==> config.mk <==
export PLATFORM = sky130hd
export DESIGN_NAME = output_layer_flat
export DESIGN_NICKNAME = d
export VERILOG_FILES = /design/src/rtl/fnn_pkg.sv /design/src/rtl/output_layer_if.sv /design/src/rtl/mac_unit.sv /design/src/rtl/output_layer.sv /design/src/flat_wrapper.sv
export SDC_FILE = /design/constraint.sdc
export NUM_CORES = 1
export LEC_CHECK = 0
export BUFFER_PORTS_ARGS = -buffer_cell sky130_fd_sc_hd__buf_2
export CORE_UTILIZATION = 45
export CTS_BUF_LIST = sky130_fd_sc_hd__clkbuf_8 sky130_fd_sc_hd__clkbuf_16
export DETAILED_ROUTE_END_ITERATION = 16
export MAX_ROUTING_LAYER = met4
export SLEW_MARGIN = 20
export SYNTH_ARGS = -nofsm -noshare
export SYNTH_HDL_FRONTEND = slang
export SYNTH_SLANG_ARGS = --single-unit
==> constraint.sdc <==
create_clock -name clk -period 15.8 [get_ports clk]
set_input_delay 4.74 -clock clk [delete_from_list [all_inputs] [get_ports clk]]
set_output_delay 4.74 -clock clk [all_outputs]
set_load 0.01 [all_outputs]
==> src/rtl/fnn_pkg.sv <==
// Shared definitions for the output layer: data width, default neuron count,
// controller state encoding and the unsigned-byte saturation helper.
package fnn_pkg;

  localparam int unsigned DATA_W        = 8;
  localparam int unsigned N_OUT_DEFAULT = 10;

  typedef enum logic [1:0] {
    StIdle,
    StMac,
    StStore,
    StDone
  } state_e;

  // Clamp a signed value into the 0..255 range of an output score.
  function automatic logic [DATA_W-1:0] sat(input logic signed [31:0] r);
    if (r < 0) begin
      return '0;
    end else if (r > 32'sd255) begin
      return '1;
    end else begin
      return r[DATA_W-1:0];
    end
  endfunction

endpackage

==> src/rtl/output_layer_if.sv <==
// Bundle of start/score handshake and weight-memory read port for output_layer.
interface output_layer_if
  import fnn_pkg::*;
#(
  parameter int unsigned N_IN  = 16,
  parameter int unsigned N_OUT = N_OUT_DEFAULT,
  parameter int unsigned AW    = $clog2(N_OUT * (N_IN + 1))
);

  logic                      start;
  logic [DATA_W*N_IN-1:0]    in_data;
  logic [AW-1:0]             w_addr;
  logic [DATA_W-1:0]         w_data;
  logic                      busy;
  logic                      valid;
  logic [DATA_W*N_OUT-1:0]   out;

  modport master (
    output start,
    output in_data,
    output w_data,
    input  w_addr,
    input  busy,
    input  valid,
    input  out
  );

  modport slave (
    input  start,
    input  in_data,
    input  w_data,
    output w_addr,
    output busy,
    output valid,
    output out
  );

endinterface

==> src/rtl/mac_unit.sv <==
// Signed weight x unsigned activation multiply-accumulate with first-term replace
// and an optional pre-shifted bias term.
module mac_unit #(
  parameter int unsigned ACC_W = 21,
  parameter int unsigned SHIFT = 7
) (
  input  logic                    clk,
  input  logic                    rst,
  input  logic                    en_i,
  input  logic                    first_i,
  input  logic                    bias_i,
  input  logic signed [7:0]       w_i,
  input  logic [7:0]              x_i,
  output logic signed [ACC_W-1:0] sum_o
);

  logic signed [16:0]      prod;
  logic signed [ACC_W-1:0] term;
  logic signed [ACC_W-1:0] acc_q, acc_d;

  always_comb begin
    prod = 17'(w_i) * 17'($signed({1'b0, x_i}));
    // Bias words enter at the same scale as the products after the final shift.
    if (bias_i) begin
      term = ACC_W'(w_i) <<< SHIFT;
    end else begin
      term = ACC_W'(prod);
    end
    sum_o = first_i ? term : acc_q + term;
    acc_d = en_i ? sum_o : acc_q;
  end

  always_ff @(posedge clk or posedge rst) begin
    if (rst) begin
      acc_q <= '0;
    end else begin
      acc_q <= acc_d;
    end
  end

endmodule

==> src/rtl/output_layer.sv <==
// Fully connected output layer: N_OUT neurons over N_IN bytes, one weight per cycle.
// Define OUTPUT_LAYER_BIAS_EN to fetch a per-neuron bias word after the weights.
module output_layer
  import fnn_pkg::*;
#(
  parameter int unsigned N_IN  = 16,
  parameter int unsigned N_OUT = N_OUT_DEFAULT,
  parameter int unsigned SHIFT = 7
) (
  input logic           clk,
  input logic           rst,
  output_layer_if.slave bus
);

  localparam int unsigned AW    = $clog2(N_OUT * (N_IN + 1));
  localparam int unsigned ACC_W = 16 + $clog2(N_IN) + 1;
`ifdef OUTPUT_LAYER_BIAS_EN
  localparam int unsigned N_WORDS = N_IN + 1;
`else
  localparam int unsigned N_WORDS = N_IN;
`endif
  localparam int unsigned IW  = $clog2(N_WORDS + 1);
  localparam int unsigned IPW = $clog2(N_IN);
  localparam int unsigned JW  = $clog2(N_OUT);

  state_e                    state_q, state_d;
  logic [JW-1:0]             j_q, j_d;
  logic [IW-1:0]             i_q, i_d;
  logic [IPW-1:0]            ip_q, ip_d;
  logic [DATA_W*N_IN-1:0]    in_buf_q, in_buf_d;
  logic [AW-1:0]             w_addr_q, w_addr_d;
  logic                      busy_q, busy_d;
  logic                      valid_q, valid_d;
  logic [DATA_W*N_OUT-1:0]   out_q, out_d;
  logic [DATA_W*N_OUT-1:0]   stage_q, stage_d;
  logic                      pv_q, pv_d;
  logic                      first_q, first_d;
  logic                      bias_q, bias_d;

  logic [DATA_W-1:0]         act;
  logic signed [ACC_W-1:0]   sum;
  logic signed [ACC_W-1:0]   r;

  function automatic logic [AW-1:0] addr_of(input int unsigned j, input int unsigned i);
    return AW'(j * N_WORDS + i);
  endfunction

  assign act = in_buf_q[DATA_W*ip_q +: DATA_W];
  assign r   = sum >>> SHIFT;

  mac_unit #(
    .ACC_W (ACC_W),
    .SHIFT (SHIFT)
  ) u_mac (
    .clk     (clk),
    .rst     (rst),
    .en_i    (pv_q),
    .first_i (first_q),
    .bias_i  (bias_q),
    .w_i     (bus.w_data),
    .x_i     (act),
    .sum_o   (sum)
  );

  always_comb begin
    state_d  = state_q;
    j_d      = j_q;
    i_d      = i_q;
    ip_d     = ip_q;
    in_buf_d = in_buf_q;
    w_addr_d = w_addr_q;
    busy_d   = busy_q;
    valid_d  = 1'b0;
    out_d    = out_q;
    stage_d  = stage_q;
    pv_d     = 1'b0;
    first_d  = 1'b0;
    bias_d   = 1'b0;

    case (state_q)
      StIdle: begin
        if (bus.start) begin
          in_buf_d = bus.in_data;
          busy_d   = 1'b1;
          j_d      = '0;
          i_d      = '0;
          w_addr_d = addr_of(0, 0);
          state_d  = StMac;
        end
      end
      StMac: begin
        // Tag the word on w_addr so it is consumed when w_data arrives next cycle.
        pv_d    = 1'b1;
        first_d = (i_q == '0);
        ip_d    = i_q[IPW-1:0];
`ifdef OUTPUT_LAYER_BIAS_EN
        bias_d  = (i_q == IW'(N_IN));
`endif
        if (i_q == IW'(N_WORDS - 1)) begin
          state_d = StStore;
        end else begin
          i_d      = i_q + 1'b1;
          w_addr_d = addr_of(int'(j_q), int'(i_q) + 1);
        end
      end
      StStore: begin
        stage_d[DATA_W*j_q +: DATA_W] = sat(32'(r));
        if (j_q == JW'(N_OUT - 1)) begin
          state_d = StDone;
        end else begin
          j_d      = j_q + 1'b1;
          i_d      = '0;
          w_addr_d = addr_of(int'(j_q) + 1, 0);
          state_d  = StMac;
        end
      end
      StDone: begin
        out_d   = stage_q;
        valid_d = 1'b1;
        busy_d  = 1'b0;
        state_d = StIdle;
      end
      default: state_d = StIdle;
    endcase
  end

  always_ff @(posedge clk or posedge rst) begin
    if (rst) begin
      state_q  <= StIdle;
      j_q      <= '0;
      i_q      <= '0;
      ip_q     <= '0;
      in_buf_q <= '0;
      w_addr_q <= '0;
      busy_q   <= 1'b0;
      valid_q  <= 1'b0;
      out_q    <= '0;
      stage_q  <= '0;
      pv_q     <= 1'b0;
      first_q  <= 1'b0;
      bias_q   <= 1'b0;
    end else begin
      state_q  <= state_d;
      j_q      <= j_d;
      i_q      <= i_d;
      ip_q     <= ip_d;
      in_buf_q <= in_buf_d;
      w_addr_q <= w_addr_d;
      busy_q   <= busy_d;
      valid_q  <= valid_d;
      out_q    <= out_d;
      stage_q  <= stage_d;
      pv_q     <= pv_d;
      first_q  <= first_d;
      bias_q   <= bias_d;
    end
  end

  assign bus.w_addr = w_addr_q;
  assign bus.busy   = busy_q;
  assign bus.valid  = valid_q;
  assign bus.out    = out_q;

endmodule

==> src/flat_wrapper.sv <==
// flat-port wrapper written by rule: the top's interface ports become plain ports
module output_layer_flat import fnn_pkg::*;
#(
  parameter int unsigned N_IN  = 16,
  parameter int unsigned N_OUT = N_OUT_DEFAULT,
  parameter int unsigned SHIFT = 7
)
  (clk, rst, bus_start, bus_in_data, bus_w_data, bus_w_addr, bus_busy, bus_valid, bus_out);
  output_layer_if #(.N_IN(N_IN), .N_OUT(N_OUT)) bus_i ();
  input logic clk;
  input logic rst;
  input wire logic [$bits(bus_i.start)-1:0] bus_start;
  input wire logic [$bits(bus_i.in_data)-1:0] bus_in_data;
  input wire logic [$bits(bus_i.w_data)-1:0] bus_w_data;
  output wire logic [$bits(bus_i.w_addr)-1:0] bus_w_addr;
  output wire logic [$bits(bus_i.busy)-1:0] bus_busy;
  output wire logic [$bits(bus_i.valid)-1:0] bus_valid;
  output wire logic [$bits(bus_i.out)-1:0] bus_out;
  assign bus_i.start = bus_start;
  assign bus_i.in_data = bus_in_data;
  assign bus_i.w_data = bus_w_data;
  assign bus_w_addr = bus_i.w_addr;
  assign bus_busy = bus_i.busy;
  assign bus_valid = bus_i.valid;
  assign bus_out = bus_i.out;
  output_layer #(.N_IN(N_IN), .N_OUT(N_OUT), .SHIFT(SHIFT)) u_core (.clk(clk), .rst(rst), .bus(bus_i));
endmodule
==> flow_summary.yaml, run 1 <==
worst_hold_path:
  worstHoldPathCells: 2
  hold_start: "u_core.stage_q[26]$_DFFE_PP0P_"
  hold-path-endpoint: "u_core.stage_q[26]$_DFFE_PP0P_"
  min_path_type: "flop to flop"
drt:
  wl_per_cell_um: 18.93
  routed_via_density: 5.332
  drt_iter0_drc: 562
  vias: 11810
  drtPass1Iterations: 4
  drc: 0
  postRouteAntennaNets: 0
  wl_um: 41910
synth:
  synth_nets: 1707
  ys_types: 66
  async_flop_share: 1.000
  synth_area_um2: 17640
  ys_ff_latch: 336
  synth_edf_count: 0
  yosysSeqAreaShare: 0.4766
  synth_cells: 1452
  avgSynthCellArea_um2: 12.15
  synth_ff_type: "dfrtp_1"
  ys_warn_count: 0
global_route:
  use_met3: 0.05914
  busiest_layer: "met2"
  antenna_found_initial: 13
  grt_pass1_vias: 12120
  grt_util_met2: 0.3394
  grt_use_total: 0.2233
  grt_pass1_wl_um: 66900
  use_met1: 0.2970
  grt_max_degree: 134
  grt_overflow: 0
clock_network:
  cts_hold_buf: 0
  cts_max_level: 2
  cts_setup_buffers: 0
  ctsResizeCount: 0
  cts_sinks: 336
  clk_latency_ps: 550
  numCtsBuffers: 37
  clk_pin_slew_ps: 60
  clockBufferDepth: 3
  cts_tree: "built"
  cts_root_buffer: "clkbuf_16"
die:
  num_rows: 72
  die_x_um: 200.0
  initial_utilization: 0.4565
  die_y_um: 200.0
  io_pins: 229
  core_area_um2: 38650
  dieArea_um2: 40000
setup_path:
  cp-start-kind: "input pin"
  cp-end-kind: "flop"
  worstReg2RegEnd: "u_core.stage_q[76]$_DFFE_PP0P_"
  r2r_slack_ps: 6510
  crit_type: "input pin to flop"
  arrival_ps: 11560
  required_ps: 16170
  rr_startpoint: "u_core.ip_q[1]$_DFFE_PP0P_"
  rr_worst_depth: 27
  cp_max_fo: 73
layout:
  final_cell_count_no_fill: 2214
  regArea_um2: 8409
  nNetsFinal: 1911
  multi_input_area_um2: 8671
  layout-drive-gt1-share: 0.3490
  syn_to_final_growth_pct: 16.75
  n_fill_cell: 3423
sta:
  holdWs_ps: 469.0
  hold_violations: 0
  worstMarginPinSlew_ps: 961.3
  maxSlewHeadroom: 0.3591
  setup_viol: 0
  rsz0062_at_grt: "false"
  setup_tns_ps: 0
  period_needed_ps: 11190
  finClkSkew_ps: 26.65
  max_freq_mhz: 89.38
  final_max_slew_viol_count: 0
  finalCritPeriodShare: 0.7082
run:
  maxCapViolCount: 0
status:
  outcome: "finished clean"
placed_design:
  dp_cells: 2135
  dp_hpwl_um: 30020
  io_buffers: 228
  routabilityCongestion: 0.8432
## cell type report
type,count,share of cell area
multi-input combinational,962,0.4209
sequential,336,0.4082
timing repair buffer,238,0.05904
clock buffer,46,0.05096
tap,518,0.03146
inverter,81,0.01512
clock inverter,19,0.01251
antenna,14,0.001701
## how the worst max path moves through the flow
stage	start	to	slack, ps	depth (start not counted)
CTS	bus_w_data[7]	u_core.stage_q[76]$_DFFE_PP0P_	4640	25
global placement	bus_w_data[7]	u_core.u_mac.acc_q[20]$_DFFE_PP0P_	4190	25
detailed placement	bus_w_data[7]	u_core.stage_q[23]$_DFFE_PP0P_	4080	25
floorplan	rst	u_core.bus.busy$_DFFE_PP0P_	1750	1
finish	bus_w_data[7]	u_core.stage_q[76]$_DFFE_PP0P_	4610	25
global route	bus_w_data[7]	u_core.stage_q[76]$_DFFE_PP0P_	4150	25
## metal layers
metal	vias to the layer above	share of wire
met2	229	0.47
li1	5611	-
met4	0	0.021
met3	57	0.064
met1	5909	0.44
met5	-	0
## through the flow
stage | setup WS [ps] | area (um2) | utilization
2_1_floorplan | 1750 | 17640 | -
3_3_place_gp | 4188 | 19260 | 0.4983
3_5_place_dp | 4081 | 19260 | 0.4983
4_1_cts | 4637 | 20560 | 0.5321
5_1_grt | 4151 | 20600 | 0.5329
6_report | 4611 | 20600 | 0.5330
## registers in the layout, summed over array words and instances (netlist names), 2 cells and up
name / count
u_core.bus.out: 80
u_core.bus.w_addr: 8
u_core.i_q: 5
u_core.in_buf_q: 128
u_core.ip_q: 4
u_core.j_q: 4
u_core.stage_q: 80
u_core.state_q: 2
u_core.u_mac.acc_q: 21
## Yosys cell counts (all sizes together), types with 32 or more instances
library cell / count / share of area
a21oi: 54 / 0.015
and2: 45 / 0.016
buf: 32 / 0.0076
clkbuf: 41 / 0.0087
dfrtp: 336 / 0.48
fa: 39 / 0.044
ha: 77 / 0.055
inv: 80 / 0.017
mux2: 220 / 0.14
mux4: 40 / 0.051
nand2: 134 / 0.029
nor2: 50 / 0.011
o21ai: 39 / 0.011
o31ai: 78 / 0.033
## worst max-delay path: stages
cell,delay [ps]
buf_2,120
inv_1,220
nor2_1,110
fa_1,510
fa_1,520
fa_1,550
inv_1,50
fa_1,530
inv_1,40
ha_1,340
o21ai_0,150
nor4_1,310
nor4b_1,140
or3_1,410
and2_1,250
ha_1,410
a21oi_1,280
a21boi_0,330
nand2b_1,150
a41oi_1,50
mux2i_1,210
a21boi_0,190
nor2_4,110
buf_4,610
o31ai_1,190
## cell usage in the layout (no fill, tap or decap), types with 10 or more instances in the layout
cell type | Yosys | final
nand3_1 | 13 | 13
nand2b_1 | 10 | 10
xnor2_1 | 15 | 15
mux4_2 | 40 | 40
o21ai_0 | 30 | 30
dfrtp_1 | 336 | 335
fa_1 | 39 | 39
o31ai_1 | 78 | 78
nor3_1 | 13 | 13
ha_1 | 77 | 76
buf_4 | 0 | 10
nand2_1 | 134 | 133
and2_1 | 45 | 45
a21oi_1 | 54 | 54
inv_1 | 80 | 84
a21o_1 | 12 | 12
mux2_2 | 220 | 220
buf_2 | 11 | 228
nor2_1 | 49 | 48
diode_2 | 0 | 14
clkbuf_16 | 0 | 37
## cells by family after synthesis
kind of cell	count (synthesis)	share of synthesized area
AO/OA/AOI/OAI	245	0.09581
XOR/XNOR	25	0.01284
adder cells (fa/ha/maj)	116	0.09886
buffers and inverters	154	0.03354
flip-flops	336	0.4766
multiplexers	265	0.1943
AND/OR/NAND/NOR	311	0.08808
Power of run 1 is left out: the tool's default activity adds up to more than one toggle a clock period on the data nets, which glitch-free logic cannot reach.
==> run 2: changes to the inputs <==
ABC_AREA = 1   (was not set)
PLACE_DENSITY = 0.67   (was not set)
clock period = 9.35 ns   (was 15.8 ns; I/O delays follow)
==> run 2 against run 1 <==
Clock skew decreased by 10 ps. Global-route usage increased by 3.5 points. Count of clock-buffer cells in the layout decreased by 2. Setup slack got worse by 3700 ps. Synthesized area increased by 1.6%. Final cell count increased by 34%. Highest routed layer unchanged.
==> flow_summary.yaml, run 2 <==
global_route:
  grt_pass1_vias: 15460
  grt_overflow: 0
  grt_use_total: 0.2584
  grt_max_degree: 146
  antenna_found_initial: 3
  grt_pass1_wl_um: 81190
sta:
  period_needed_ps: 8452
  max_freq_mhz: 118.3
  finalCritPeriodShare: 0.9040
  worstMarginPinSlew_ps: 1071
  hold_violations: 0
  finClkSkew_ps: 16.52
  holdWs_ps: 464.7
  setup_viol: 0
  setup_tns_ps: 0
  maxSlewHeadroom: 0.2847
  rsz0062_at_grt: "false"
  final_max_slew_viol_count: 0
  worst_slack_ps: 897.7
clock_network:
  clockBufferDepth: 3
  cts_tree: "built"
  clk_pin_slew_ps: 60
  clk_latency_ps: 550
  cts_root_buffer: "clkbuf_16"
  cts_sinks: 336
  ctsResizeCount: 0
  cts_max_level: 2
  numCtsBuffers: 37
  cts_hold_buf: 0
  cts_setup_buffers: 0
placed_design:
  dp_hpwl_um: 35840
  routabilityCongestion: 1.004
  io_buffers: 228
  dp_slack_ps: 432.7
synth:
  synth_common_cells: "nand2_1 (736), dfrtp_1 (336), nor2_1 (237)"
  ys_types: 51
  synth_area_um2: 17930
  synth_nets: 2486
  synth_ff_type: "dfrtp_1"
  synth_top_family_by_area: "simple AND/OR/NAND/NOR gates"
  synth_fa_ha_area_frac: 0.09730
  yosysMostFrequentCell: "nand2_1"
  synth_xor_xnor_area_share: 0.008306
  synth-compound-area-share: 0.1044
  synth-simple-area-share: 0.2527
  synth_edf_count: 0
  synth_top_area_share: 0.4690
  async_flop_share: 1.000
  muxShareOfSynthArea: 0.001675
  yosys.area.top_type: "dfrtp_1"
  synth_cells: 2231
  ys_ff_latch: 336
  avgSynthCellArea_um2: 8.035
  yosysSeqAreaShare: 0.4690
  ys_warn_count: 0
  synth_top_cells_by_area: "dfrtp_1 (47%), nand2_1 (15%), ha_1 (5.4%), nor2_1 (5.0%), fa_1 (4.4%)"
status:
  outcome: "finished clean"
drt:
  vias: 15400
  postRouteAntennaNets: 0
  routed_via_density: 5.196
  wl_per_cell_um: 16.83
  drc: 0
  drtPass1Iterations: 5
  wl_um: 49870
  drt_iter0_drc: 1189
worst_hold_path:
  min_path_type: "flop to flop"
setup_path:
  cp-start-kind: "input pin"
  required_ps: 9830
  cp_max_fo: 25
  cp-end-kind: "flop"
  arrival_ps: 8930
  crit_type: "input pin to flop"
  critPathSlowestCell: "fa_1"
  slowest_delay_ps: 540
  crit_top_cell: "nand2_1"
  cp_top_family: "adder cells"
  worst-path-buf-inv: 7
die:
  die_x_um: 201.6
  num_rows: 72
  core_area_um2: 39010
  initial_utilization: 0.4596
  io_pins: 229
  dieArea_um2: 40640
  die_y_um: 201.6
layout:
  final_common_cell: "nand2_1"
  top_register: "u_core.in_buf_q"
  largest_reg_flops: 128
  nNetsFinal: 2671
  syn_to_final_growth_pct: 15.27
  final_cell_mix: "nand2_1 (735), dfrtp_1 (334), nor2_1 (231)"
  n_fill_cell: 3693
  layout-drive-gt1-share: 0.1420
  post-route-util: 0.5297
run:
  maxCapViolCount: 0
## run 2: kinds of logic after synthesis
logic type | Yosys count
buffers and inverters | 309
AO/OA/AOI/OAI | 346
adder cells (fa/ha/maj) | 116
XOR/XNOR | 17
flip-flops | 336
multiplexers | 3
AND/OR/NAND/NOR | 1104
## run 2: metrics by stage
step           area [um2]  std cells
6_report            20660       2964
5_1_grt             20660       2964
2_1_floorplan       17930       2231
4_1_cts             20640       2962
3_3_place_gp        19460       2895
3_5_place_dp        19460       2895
## run 2: worst paths after layout
check / start / end / slack [ps] / depth (start not counted)
min in group asynchronous: rst / u_core.in_buf_q[65]$_DFFE_PP0P_ / 2450 / 2
setup / recovery: bus_w_data[4] / u_core.stage_q[12]$_DFFE_PP0P_ / 900 / 32
hold reg to reg: u_core.bus.out[21]$_DFFE_PP0P_ / u_core.bus.out[21]$_DFFE_PP0P_ / 460 / 2
setup reg to reg: u_core.ip_q[2]$_DFFE_PP0P_ / u_core.stage_q[12]$_DFFE_PP0P_ / 1080 / 36
hold / removal: u_core.bus.out[21]$_DFFE_PP0P_ / u_core.bus.out[21]$_DFFE_PP0P_ / 460 / 2
max in group asynchronous: rst / u_core.stage_q[24]$_DFFE_PP0P_ / 5630 / 3
## run 2: worst register-to-register path, delay by kind of cell (launching register included)
kind                       cells  cell delay [ps]
adders and majority gates      6             2770
and+or+nand+nor               16             2360
buffers and inverters          8             1330
AOI/OAI and AO/OA              5             1210
DFF                            1              360
xor gates and xnor gates       1              230
## run 2: layout make-up
cell class,instances,area (um2),share of cell area
repair buffers,238,1254,0.06067
clock buffers,44,1045,0.05056
diodes,2,5.005,0.0002422
multi-input cells,1586,8344,0.4038
inverters,217,823.3,0.03984
well taps,518,648.1,0.03137
clock inverters,23,133.9,0.006479
flip-flops and latches,336,8411,0.4070
## run 2: metal layers
layer / global-route usage / vias up / part of all wire
met3: 0.03887 / 89 / 0.047
met2: 0.3993 / 403 / 0.47
met4: 0.08009 / 0 / 0.027
li1: - / 7462 / -
met1: 0.3509 / 7446 / 0.46
met5: - / - / 0
Power of run 2 is left out for the same reason.
